[config.mk]
export PLATFORM = sky130hd
export DESIGN_NAME = fetch_byte_assembler
export DESIGN_NICKNAME = d
export VERILOG_FILES = /design/src/rtl/fetch_byte_assembler.sv
export SDC_FILE = /design/constraint.sdc
export NUM_CORES = 1
export LEC_CHECK = 0
export CELL_PAD_IN_SITES_DETAIL_PLACEMENT = 2
export CELL_PAD_IN_SITES_GLOBAL_PLACEMENT = 2
export CORE_MARGIN = 4
export CORE_UTILIZATION = 38
export CTS_BUF_LIST = sky130_fd_sc_hd__clkbuf_16
export DETAILED_ROUTE_END_ITERATION = 16
export PLACE_DENSITY = 0.84
export SLEW_MARGIN = 20
export SYNTH_ARGS = -nofsm -noshare
export SYNTH_HDL_FRONTEND = slang
export SYNTH_SLANG_ARGS = --single-unit
[constraint.sdc]
create_clock -name clk -period 8.1 [get_ports clk]
set_input_delay 0.81 -clock clk [delete_from_list [all_inputs] [get_ports clk]]
set_output_delay 0.81 -clock clk [all_outputs]
set_load 0.02 [all_outputs]
[src/rtl/fetch_byte_assembler.sv]
// Instruction fetch front end: byte-serial MMU reads packed into words, buffered with their PC.
// Define FETCH_BIG_ENDIAN_EN to place the byte at fetchPc in the most significant lane.
module fetch_byte_assembler #(
    parameter int                         ADDRESS_WIDTH = 32,
    parameter int                         BUS_WIDTH     = 8,
    parameter int                         WORD_BYTES    = 4,
    parameter int                         FIFO_DEPTH    = 4,
    parameter logic [ADDRESS_WIDTH-1:0]   RESET_PC      = '0
) (
    input  logic                            clk,
    input  logic                            reset,
    input  logic                            redirect,
    input  logic [ADDRESS_WIDTH-1:0]        redirectPc,
    output logic [ADDRESS_WIDTH-1:0]        memAddr,
    output logic                            memRequest,
    input  logic                            memBusy,
    input  logic [BUS_WIDTH-1:0]            memData,
    output logic [WORD_BYTES*BUS_WIDTH-1:0] instr,
    output logic [ADDRESS_WIDTH-1:0]        instrPc,
    output logic                            instrValid,
    input  logic                            instrReady
);
    localparam int IDX_W = $clog2(WORD_BYTES);
    localparam int PTR_W = $clog2(FIFO_DEPTH);
    localparam int CNT_W = PTR_W + 1;
    localparam logic [IDX_W-1:0] LAST_IDX = IDX_W'(WORD_BYTES - 1);
    localparam logic [CNT_W-1:0] FULL     = CNT_W'(FIFO_DEPTH);

    typedef logic [WORD_BYTES-1:0][BUS_WIDTH-1:0] word_t;
    typedef enum logic [2:0] {S_REQ, S_WAIT, S_GAP, S_HOLD, S_DRAIN} state_e;

    state_e                   state_q, state_d;
    logic [ADDRESS_WIDTH-1:0] fetch_pc_q, fetch_pc_d;
    logic [IDX_W-1:0]         byte_idx_q, byte_idx_d;
    word_t                    word_q, word_d;
    logic                     gap_skip_q, gap_skip_d;
    logic                     mem_request_q, mem_request_d;
    logic [ADDRESS_WIDTH-1:0] mem_addr_q, mem_addr_d;
    word_t                    fifo_word_q [FIFO_DEPTH];
    word_t                    fifo_word_d [FIFO_DEPTH];
    logic [ADDRESS_WIDTH-1:0] fifo_pc_q [FIFO_DEPTH];
    logic [ADDRESS_WIDTH-1:0] fifo_pc_d [FIFO_DEPTH];
    logic [PTR_W-1:0]         wr_ptr_q, wr_ptr_d, rd_ptr_q, rd_ptr_d;
    logic [CNT_W-1:0]         count_q, count_d;
    logic                     push, pop;
    logic [IDX_W-1:0]         lane;

`ifdef FETCH_BIG_ENDIAN_EN
    assign lane = LAST_IDX - byte_idx_q;
`else
    assign lane = byte_idx_q;
`endif

    assign instrValid = (count_q != '0);
    assign pop        = instrValid && instrReady;

    always_comb begin
        state_d     = state_q;
        fetch_pc_d  = fetch_pc_q;
        byte_idx_d  = byte_idx_q;
        word_d      = word_q;
        gap_skip_d  = 1'b0;
        wr_ptr_d    = wr_ptr_q;
        rd_ptr_d    = rd_ptr_q;
        count_d     = count_q;
        fifo_word_d = fifo_word_q;
        fifo_pc_d   = fifo_pc_q;
        push        = 1'b0;

        case (state_q)
            S_REQ:   if (memBusy) state_d = S_WAIT;
            S_WAIT:  if (!memBusy) begin
                word_d[lane] = memData;
                state_d      = S_GAP;
            end
            S_GAP: begin
                state_d = S_REQ;
                // A GAP reached from DRAIN only burns the cycle; the byte was already dropped.
                if (!gap_skip_q) begin
                    if (byte_idx_q == LAST_IDX) begin
                        push       = 1'b1;
                        fetch_pc_d = fetch_pc_q + ADDRESS_WIDTH'(WORD_BYTES);
                        byte_idx_d = '0;
                    end else begin
                        byte_idx_d = byte_idx_q + 1'b1;
                    end
                end
            end
            S_HOLD:  if (count_q != FULL) state_d = S_REQ;
            S_DRAIN: if (!memBusy) begin
                state_d    = S_GAP;
                gap_skip_d = 1'b1;
            end
            default: state_d = S_REQ;
        endcase

        if (redirect) begin
            push       = 1'b0;
            fetch_pc_d = redirectPc;
            byte_idx_d = '0;
            word_d     = '0;
            case (state_q)
                S_REQ:          state_d = memBusy ? S_DRAIN : S_REQ;
                S_WAIT:         state_d = S_DRAIN;
                S_GAP, S_HOLD:  state_d = S_REQ;
                default:        ;
            endcase
            wr_ptr_d = '0;
            rd_ptr_d = '0;
            count_d  = '0;
        end else begin
            if (push) begin
                fifo_word_d[wr_ptr_q] = word_q;
                fifo_pc_d[wr_ptr_q]   = fetch_pc_q;
                wr_ptr_d              = wr_ptr_q + 1'b1;
            end
            if (pop) rd_ptr_d = rd_ptr_q + 1'b1;
            if (push && !pop)      count_d = count_q + 1'b1;
            else if (!push && pop) count_d = count_q - 1'b1;
        end

        // Starting a fresh word needs a free slot; a partial word already owns one.
        if (state_q == S_GAP && state_d == S_REQ && byte_idx_d == '0 && count_d == FULL)
            state_d = S_HOLD;

        mem_request_d = (state_d == S_REQ) || (state_d == S_WAIT) || (state_d == S_DRAIN);
        mem_addr_d    = (state_d == S_REQ) ? fetch_pc_d + ADDRESS_WIDTH'(byte_idx_d) : mem_addr_q;
    end

    always_ff @(posedge clk) begin
        if (reset) begin
            state_q       <= S_REQ;
            fetch_pc_q    <= RESET_PC;
            byte_idx_q    <= '0;
            word_q        <= '0;
            gap_skip_q    <= 1'b0;
            mem_request_q <= 1'b0;
            mem_addr_q    <= RESET_PC;
            wr_ptr_q      <= '0;
            rd_ptr_q      <= '0;
            count_q       <= '0;
            for (int i = 0; i < FIFO_DEPTH; i++) begin
                fifo_word_q[i] <= '0;
                fifo_pc_q[i]   <= '0;
            end
        end else begin
            state_q       <= state_d;
            fetch_pc_q    <= fetch_pc_d;
            byte_idx_q    <= byte_idx_d;
            word_q        <= word_d;
            gap_skip_q    <= gap_skip_d;
            mem_request_q <= mem_request_d;
            mem_addr_q    <= mem_addr_d;
            wr_ptr_q      <= wr_ptr_d;
            rd_ptr_q      <= rd_ptr_d;
            count_q       <= count_d;
            fifo_word_q   <= fifo_word_d;
            fifo_pc_q     <= fifo_pc_d;
        end
    end

    assign memRequest = mem_request_q;
    assign memAddr    = mem_addr_q;
    assign instr      = fifo_word_q[rd_ptr_q];
    assign instrPc    = fifo_pc_q[rd_ptr_q];
endmodule

==> impl_results.md, run 1 <==
- Result of the run: finished clean
- Count of routing violations after the opening detailed-route iteration: 897
- Sum of routed wire length over all layers: 61500 um
- Number of synthesized flops with an enable pin: 0
- Startpoint-to-endpoint class of the critical path: reg2reg
- Ant. Diodes: 0
- Worst hold path stage count: 2
- Hold buffers post-CTS: 0
- Length in cells of the worst reg-to-reg path: 8
- Share of synthesized area occupied by flip-flops and latches: 44.8%
- Count of pins over their slew limit: 0
- Number of max-cap violations: 0
- GP Congestion: 0.814
- Clk pin slew, worst setup/hold paths: 0.06 ns
- Sequential cell fraction of total power: 47.4%
- Total global routing track utilization: 25.9%
- Post-Syn Area: 16400 um^2
- Data arrival time of the critical path: 5.10 ns
- Number of nets in the finished design: 2063
- Top Ports: 143
- Final sum of negative setup slack: 0 ns
- GRT overflow: 0
- Critical Path RT: 8.53 ns
- Max Clock Skew: 0.0154 ns
- Ys async rst share: 0%
- Residual DRC count: 0
- Number of global-route vias before repair: 16800
- Count of unique library cells instantiated by Yosys: 74
- CTS-repair resized insts: 0
- Combinational group share of total power: 6.2%
- RSZ-0062 raised after global routing: false
- Worst slew margin relative to its limit: 7.72%
- TritonCTS buffer count: 42
- Internal power consumption: 2.97 mW
- Count of clock tree sinks: 366
- First-pass GRT wire length: 97100 um
- Area of the die: 46400 um^2
- Row cnt: 75
- Maximum clock frequency: 214 MHz
- Register bit count reported by yosys: 366
- Net count of the mapped netlist: 2033
- Drt pass-1 iters: 7
- Number of buffers inserted to repair setup after CTS: 0
- Final count of hold timing violations: 0
- Per-cell via count in the routed design: 5.87
- Part of the power in the clock network: 46.4%
- Latest clock arrival within the worst-skew pair: 0.55 ns
- Total core area: 42200 um^2
- Antenna Nets Post-Route: 0
- Reported net switching power: 0.983 mW
- Die boundary height: 215 um
- Post-route clock period utilization: 57.7%
- Setup slack at placement: 3.21 ns
- Clock period minus worst slack: 4.67 ns
- Yosys synthesis warning count: 0
- Leakage power figure: 6.09 nW
- Cells after Synth: 1973
- Post-DP HPWL: 37100 um
- Clock root buffer: clkbuf_16
- Slew of the pin with the lowest slew margin: 1.38 ns
- Layout Area Growth over Synthesis: 17.7%
- Switching share of power: 24.9%
- Most used flip-flop cell after synthesis: dfxtp_1
- Slack of the critical path: 3.43 ns
- Pwr Density: 205 nW/um^2
- Peak VDD IR: 117 uV
- Routed wire length per instance: 23.9 um
- H-tree level count: 2
- Maximum number of pins on one net before global-route repair: 219
- Largest fanout of any net on the critical path: 15
- Share of cells above drive strength 1: 8.67%
- Number of antenna violations at the first check in global routing: 2
- Mean instance size in the synthesized netlist: 8.29 um^2
- Die width: 215 um
- Final setup vio count: 0
- Kind of capture point of the worst setup path: flop
- Starting density of the core: 38.7%
- Longest Clk Path Bufs: 3
- Launching element type of the critical path: flop
- I/O Buffers: 142
- Worst R2R Setup Slack: 3.43 ns
- Class of the tightest hold or removal check: reg2reg
- Vias: 15100
- CTS tree: yes
==> state kept, by name (all words and copies together) (netlist names) <==
signal,flops
byte_idx_q,2
count_q,3
fetch_pc_q,32
fifo_pc_q,128
fifo_word_q,128
gap_skip_q,1
memAddr,32
memRequest,1
rd_ptr_q,2
state_q,3
word_q,32
wr_ptr_q,2
==> power groups by stage <==
stage | registers (mW) | logic (mW) | clock network (mW)
after CTS | 1.87 | 0.245 | 1.86
after global routing | 1.88 | 0.265 | 1.95
after floorplan | 1.90 | 0.135 | 0
final | 1.87 | 0.246 | 1.83
after detailed placement | 1.91 | 0.241 | 0
after global placement | 1.91 | 0.234 | 0
==> cell families after synthesis <==
logic type	share of synthesized area [%]
and+or+nand+nor	23.6
AOI/OAI and AO/OA	14.4
DFF	44.8
buffers and inverters	4.31
muxes	9.76
xor gates and xnor gates	1.90
adders and majority gates	1.25
==> path summary, 6_finish.rpt <==
path	startpoint	to
hold reg to reg	fifo_word_q[44]$_SDFFE_PP0P_	fifo_word_q[44]$_SDFFE_PP0P_
hold / removal	fifo_word_q[44]$_SDFFE_PP0P_	fifo_word_q[44]$_SDFFE_PP0P_
setup / recovery	state_q[1]$_SDFF_PP0_	memAddr[26]$_SDFFE_PP0N_
setup reg to reg	state_q[1]$_SDFF_PP0_	memAddr[26]$_SDFFE_PP0N_
==> final cells by class <==
| class | count | area (um^2) |
|---|---|---|
| Fill cell | 4613 | 23000 |
| Multi-Input combinational cell | 1424 | 8390 |
| Sequential cell | 366 | 7330 |
| Timing Repair Buffer | 150 | 1490 |
| Clock buffer | 43 | 1080 |
| Tap cell | 539 | 674 |
| Clock inverter | 29 | 206 |
| Inverter | 19 | 71.3 |
==> layout by cell type (no fill, tap or decap), drive strengths merged, types with 18 or more instances in the layout <==
cell             n
nand3           57
clkinv          23
nand2          587
inv             22
nor4            18
clkbuf          43
nor2            90
clkdlybuf4s50  140
a21oi          304
mux4            64
nor3            26
dfxtp          366
nand4           21
==> critical path, cell delays in order, from the launching register on <==
cell      delay, ns
dfxtp_1        0.52
nor4b_4        0.86
nand3_1        0.59
nor4_1         0.72
nor3_1         0.12
or3_1          0.42
nor4_2         0.82
nand4_1        0.17
a311oi_1       0.33
==> metal layers <==
metal | up-vias | GRT usage (%) | part of all wire, %
met5 | - | 0 | 0
met4 | 0 | 7.45 | 2.3
met3 | 87 | 3.71 | 4.8
met2 | 364 | 44.2 | 49
met1 | 7788 | 34.3 | 44
li1 | 6843 | - | -
==> cells in the mapped netlist (7+ instances only) <==
| library cell | number | area share [%] |
|---|---|---|
| a211oi_1 | 17 | 0.78 |
| a21oi_1 | 304 | 9.3 |
| a311oi_1 | 8 | 0.43 |
| and3_1 | 7 | 0.27 |
| and4_1 | 7 | 0.37 |
| buf_1 | 12 | 0.28 |
| buf_2 | 8 | 0.24 |
| clkbuf_1 | 143 | 3.3 |
| dfxtp_1 | 366 | 45 |
| ha_1 | 14 | 1.1 |
| inv_1 | 18 | 0.41 |
| mux2i_1 | 11 | 0.67 |
| mux4_2 | 64 | 8.8 |
| nand2_1 | 587 | 13 |
| nand2b_1 | 10 | 0.38 |
| nand3_1 | 57 | 1.7 |
| nand4_1 | 21 | 0.80 |
| nor2_1 | 89 | 2.0 |
| nor2b_1 | 12 | 0.46 |
| nor3_1 | 26 | 0.80 |
| nor4_1 | 17 | 0.65 |
| o211ai_1 | 8 | 0.37 |
| o21ai_0 | 13 | 0.40 |
| or2_2 | 7 | 0.27 |
| or3_1 | 13 | 0.50 |
| xnor2_1 | 17 | 0.91 |
| xor2_1 | 16 | 0.86 |
==> per-stage QoR <==
stage	std cells	hold WS (ns)	util (%)	power, mW	cell area (um^2)
floorplan	1973	0.433	-	2.03	16400
global placement	2498	0.438	42.5	2.14	18000
detailed placement	2498	0.448	42.5	2.15	18000
CTS	2570	0.456	45.6	3.98	19200
global route	2570	0.473	45.6	4.09	19200
finish	2570	0.455	45.6	3.95	19200
No activity file was read; power rests on OpenSTA's default activity.
==> run 2: changes to the inputs <==
CORE_UTILIZATION = 32   (was 38)
PLACE_DENSITY = 0.76   (was 0.84)
clock period = 3.81 ns   (was 8.1 ns; I/O delays follow)
==> impl_results.md, run 2 (synthesized netlist as in run 1, its figures left out) <==
- Max Clock Skew: 0.0297 ns (+0.0143 ns)
- Most frequent cells in the layout: nand2_1, dfxtp_1, a21oi_1
- Combined buffer and inverter count along the critical path: 0 (unchanged)
- First-pass GRT wire length: 95800 um (-1.3%)
- Vias: 15000 (-0.46%)
- Slew of the pin with the lowest slew margin: 1.11 ns (-0.271 ns)
- Result of the run: finished clean
- Row cnt: 82 (+9.3%)
- Clk pin slew, worst setup/hold paths: 0.06 ns (about the same)
- Top Ports: 143 (unchanged)
- Startpoint-to-endpoint class of the critical path: reg2reg
- Number of global-route vias before repair: 16600 (-1.3%)
- M3 GR Usage: 3.28% (-0.43 points)
- Final sum of negative setup slack: 0 ns (unchanged)
- Source of the critical timing path: state_q[0]$_SDFF_PP0_
- Worst slew margin relative to its limit: 25.8% (+18 points)
- Final count of hold timing violations: 0 (unchanged)
- Layout Utilization: 39.5% (-6.1 points)
- Launching element type of the critical path: flop
- Layout Area Growth over Synthesis: 21.7%
- I/O Buffers: 142 (unchanged)
- Worst-path cell with the longest stage delay: or4b_4
- Clock root buffer: clkbuf_16
- Class of the tightest hold or removal check: in2reg
- Antenna Nets Post-Route: 0 (unchanged)
- Post-route clock period utilization: 94.6% (+37 points)
- Count of routing violations after the opening detailed-route iteration: 793 (-12%)
- RSZ-0062 raised after global routing: false
- Data arrival time of the critical path: 4.11 ns (-0.99 ns)
- Leakage power figure: 6.34 nW (+4.1%)
- Count of pins over their slew limit: 0 (unchanged)
- TritonCTS buffer count: 44 (+4.8%)
- Ordered cell list for the critical path: or4b_4 > nor4_1 > mux2_2 > nor3_1 > nand3b_4 > or4_1 > or3_1 > a311oi_1
- Number of nets in the finished design: 2104 (+2.0%)
- Number of max-cap violations: 0 (unchanged)
- Drt pass-1 iters: 5 (-2)
- Number of buffers inserted to repair setup after CTS: 0 (unchanged)
- Maximum clock frequency: 277 MHz (+30%)
- Die width: 234 um (+8.6%)
- Largest fanout of any net on the critical path: 14 (-1)
- GRT overflow: 0 (unchanged)
- Area of the die: 54800 um^2 (+18%)
- Fraction of met1 tracks used by global routing: 29.3% (-5.0 points)
- Kind of capture point of the worst setup path: flop
- Commonest non-fill, non-tap cell in the layout: nand2_1
- Post-DP HPWL: 39500 um (+6.4%)
- Sum of routed wire length over all layers: 61600 um (about the same)
- Clock period minus worst slack: 3.60 ns (-1.07 ns)
- Worst hold path startpoint: reset
- Maximum number of pins on one net before global-route repair: 177 (-19%)
- Die boundary height: 234 um (+8.6%)
- CTS-repair resized insts: 0 (unchanged)
- Registers with the highest flip-flop counts: fifo_pc_q: 128 flops, fifo_word_q: 128 flops
- Longest Clk Path Bufs: 3 (unchanged)
- Final setup vio count: 0 (unchanged)
- Count of clock tree sinks: 366 (unchanged)
- Total core area: 50400 um^2 (+19%)
- GP Congestion: 0.833 (+2.3%)
- H-tree level count: 2 (unchanged)
- Highest-utilization routing layer at the global route stage: met2
- Met2 Resource Use GR: 37.8% (-6.4 points)
- Crit Reg-Reg Startpoint: state_q[0]$_SDFF_PP0_
- Routed wire length per instance: 22.4 um (-6.5%)
- CTS tree: yes
- Latest clock arrival within the worst-skew pair: 0.60 ns (+0.05 ns)
- Number of antenna violations at the first check in global routing: 1 (-1)
- Peak VDD IR: 274 uV (+130%)
- Starting density of the core: 32.5% (-6.3 points)
- Delay of the slowest cell on the worst path: 0.67 ns (-0.19 ns)
- Hold buffers post-CTS: 0 (unchanged)
- Pwr Density: 430 nW/um^2 (+110%)
- Residual DRC count: 0 (unchanged)
- Total global routing track utilization: 22.1% (-3.8 points)
- Per-cell via count in the routed design: 5.46 (-7.0%)
- Critical Path RT: 4.32 ns (-4.21 ns)
- Share of cells above drive strength 1: 10.5% (+1.8 points)
- Cell family with most CP delay: simple AND/OR/NAND/NOR gates
[run 2: cell count changes in the layout (fill, tap and decap cells not counted), sizes merged]
cell      change
buf          +38
bufinv        -1
clkbuf        +1
clkinv        -4
clkinvlp      +1
diode         +2
inv          +10
nor2          +1
[run 2: final cells by class]
cell class / instances / area (um^2)
inverters: 19 / 71.3
well taps: 672 / 841
repair buffers: 188 / 1900
multi-input cells: 1425 / 8400
flip-flops and latches: 366 / 7330
clock inverters: 35 / 259
fillers: 5595 / 30500
diodes: 2 / 5.00
clock buffers: 44 / 1100
[run 2: worst paths after layout]
path | slack (ns) | end | cells after the start
setup / recovery | 0.21 | memAddr[20]$_SDFFE_PP0N_ | 8
hold / removal | 0.18 | fetch_pc_q[1]$_SDFF_PP0_ | 2
setup reg to reg | 0.21 | memAddr[20]$_SDFFE_PP0N_ | 8
hold reg to reg | 0.45 | fifo_word_q[120]$_SDFFE_PP0P_ | 2
[run 2: routing by layer]
layer | part of all wire (%) | up-vias
met5 | 0 | -
met2 | 48 | 277
met1 | 46 | 7720
met4 | 2.5 | 0
li1 | - | 6932
met3 | 3.6 | 83
[run 2: report_power, final]
part	switching (mW)	leakage [nW]	internal (mW)	total, mW
logic	0.350	2.67	0.214	0.564
clock network	1.77	0.705	2.25	4.03
registers	0.0790	2.96	3.88	3.96
total	2.20	6.34	6.35	8.55
[run 2: through the flow]
step	setup WS [ns]	hold WS, ns	instance area (um^2)	std cells	power, mW
2_1_floorplan	0.0171	0.433	16400	1973	4.33
3_3_place_gp	0.328	0.438	18500	2669	4.58
3_5_place_dp	0.201	0.448	18500	2669	4.60
4_1_cts	0.213	0.157	19900	2748	8.65
5_1_grt	0.0115	0.186	19900	2749	8.88
6_report	0.206	0.184	19900	2751	8.55
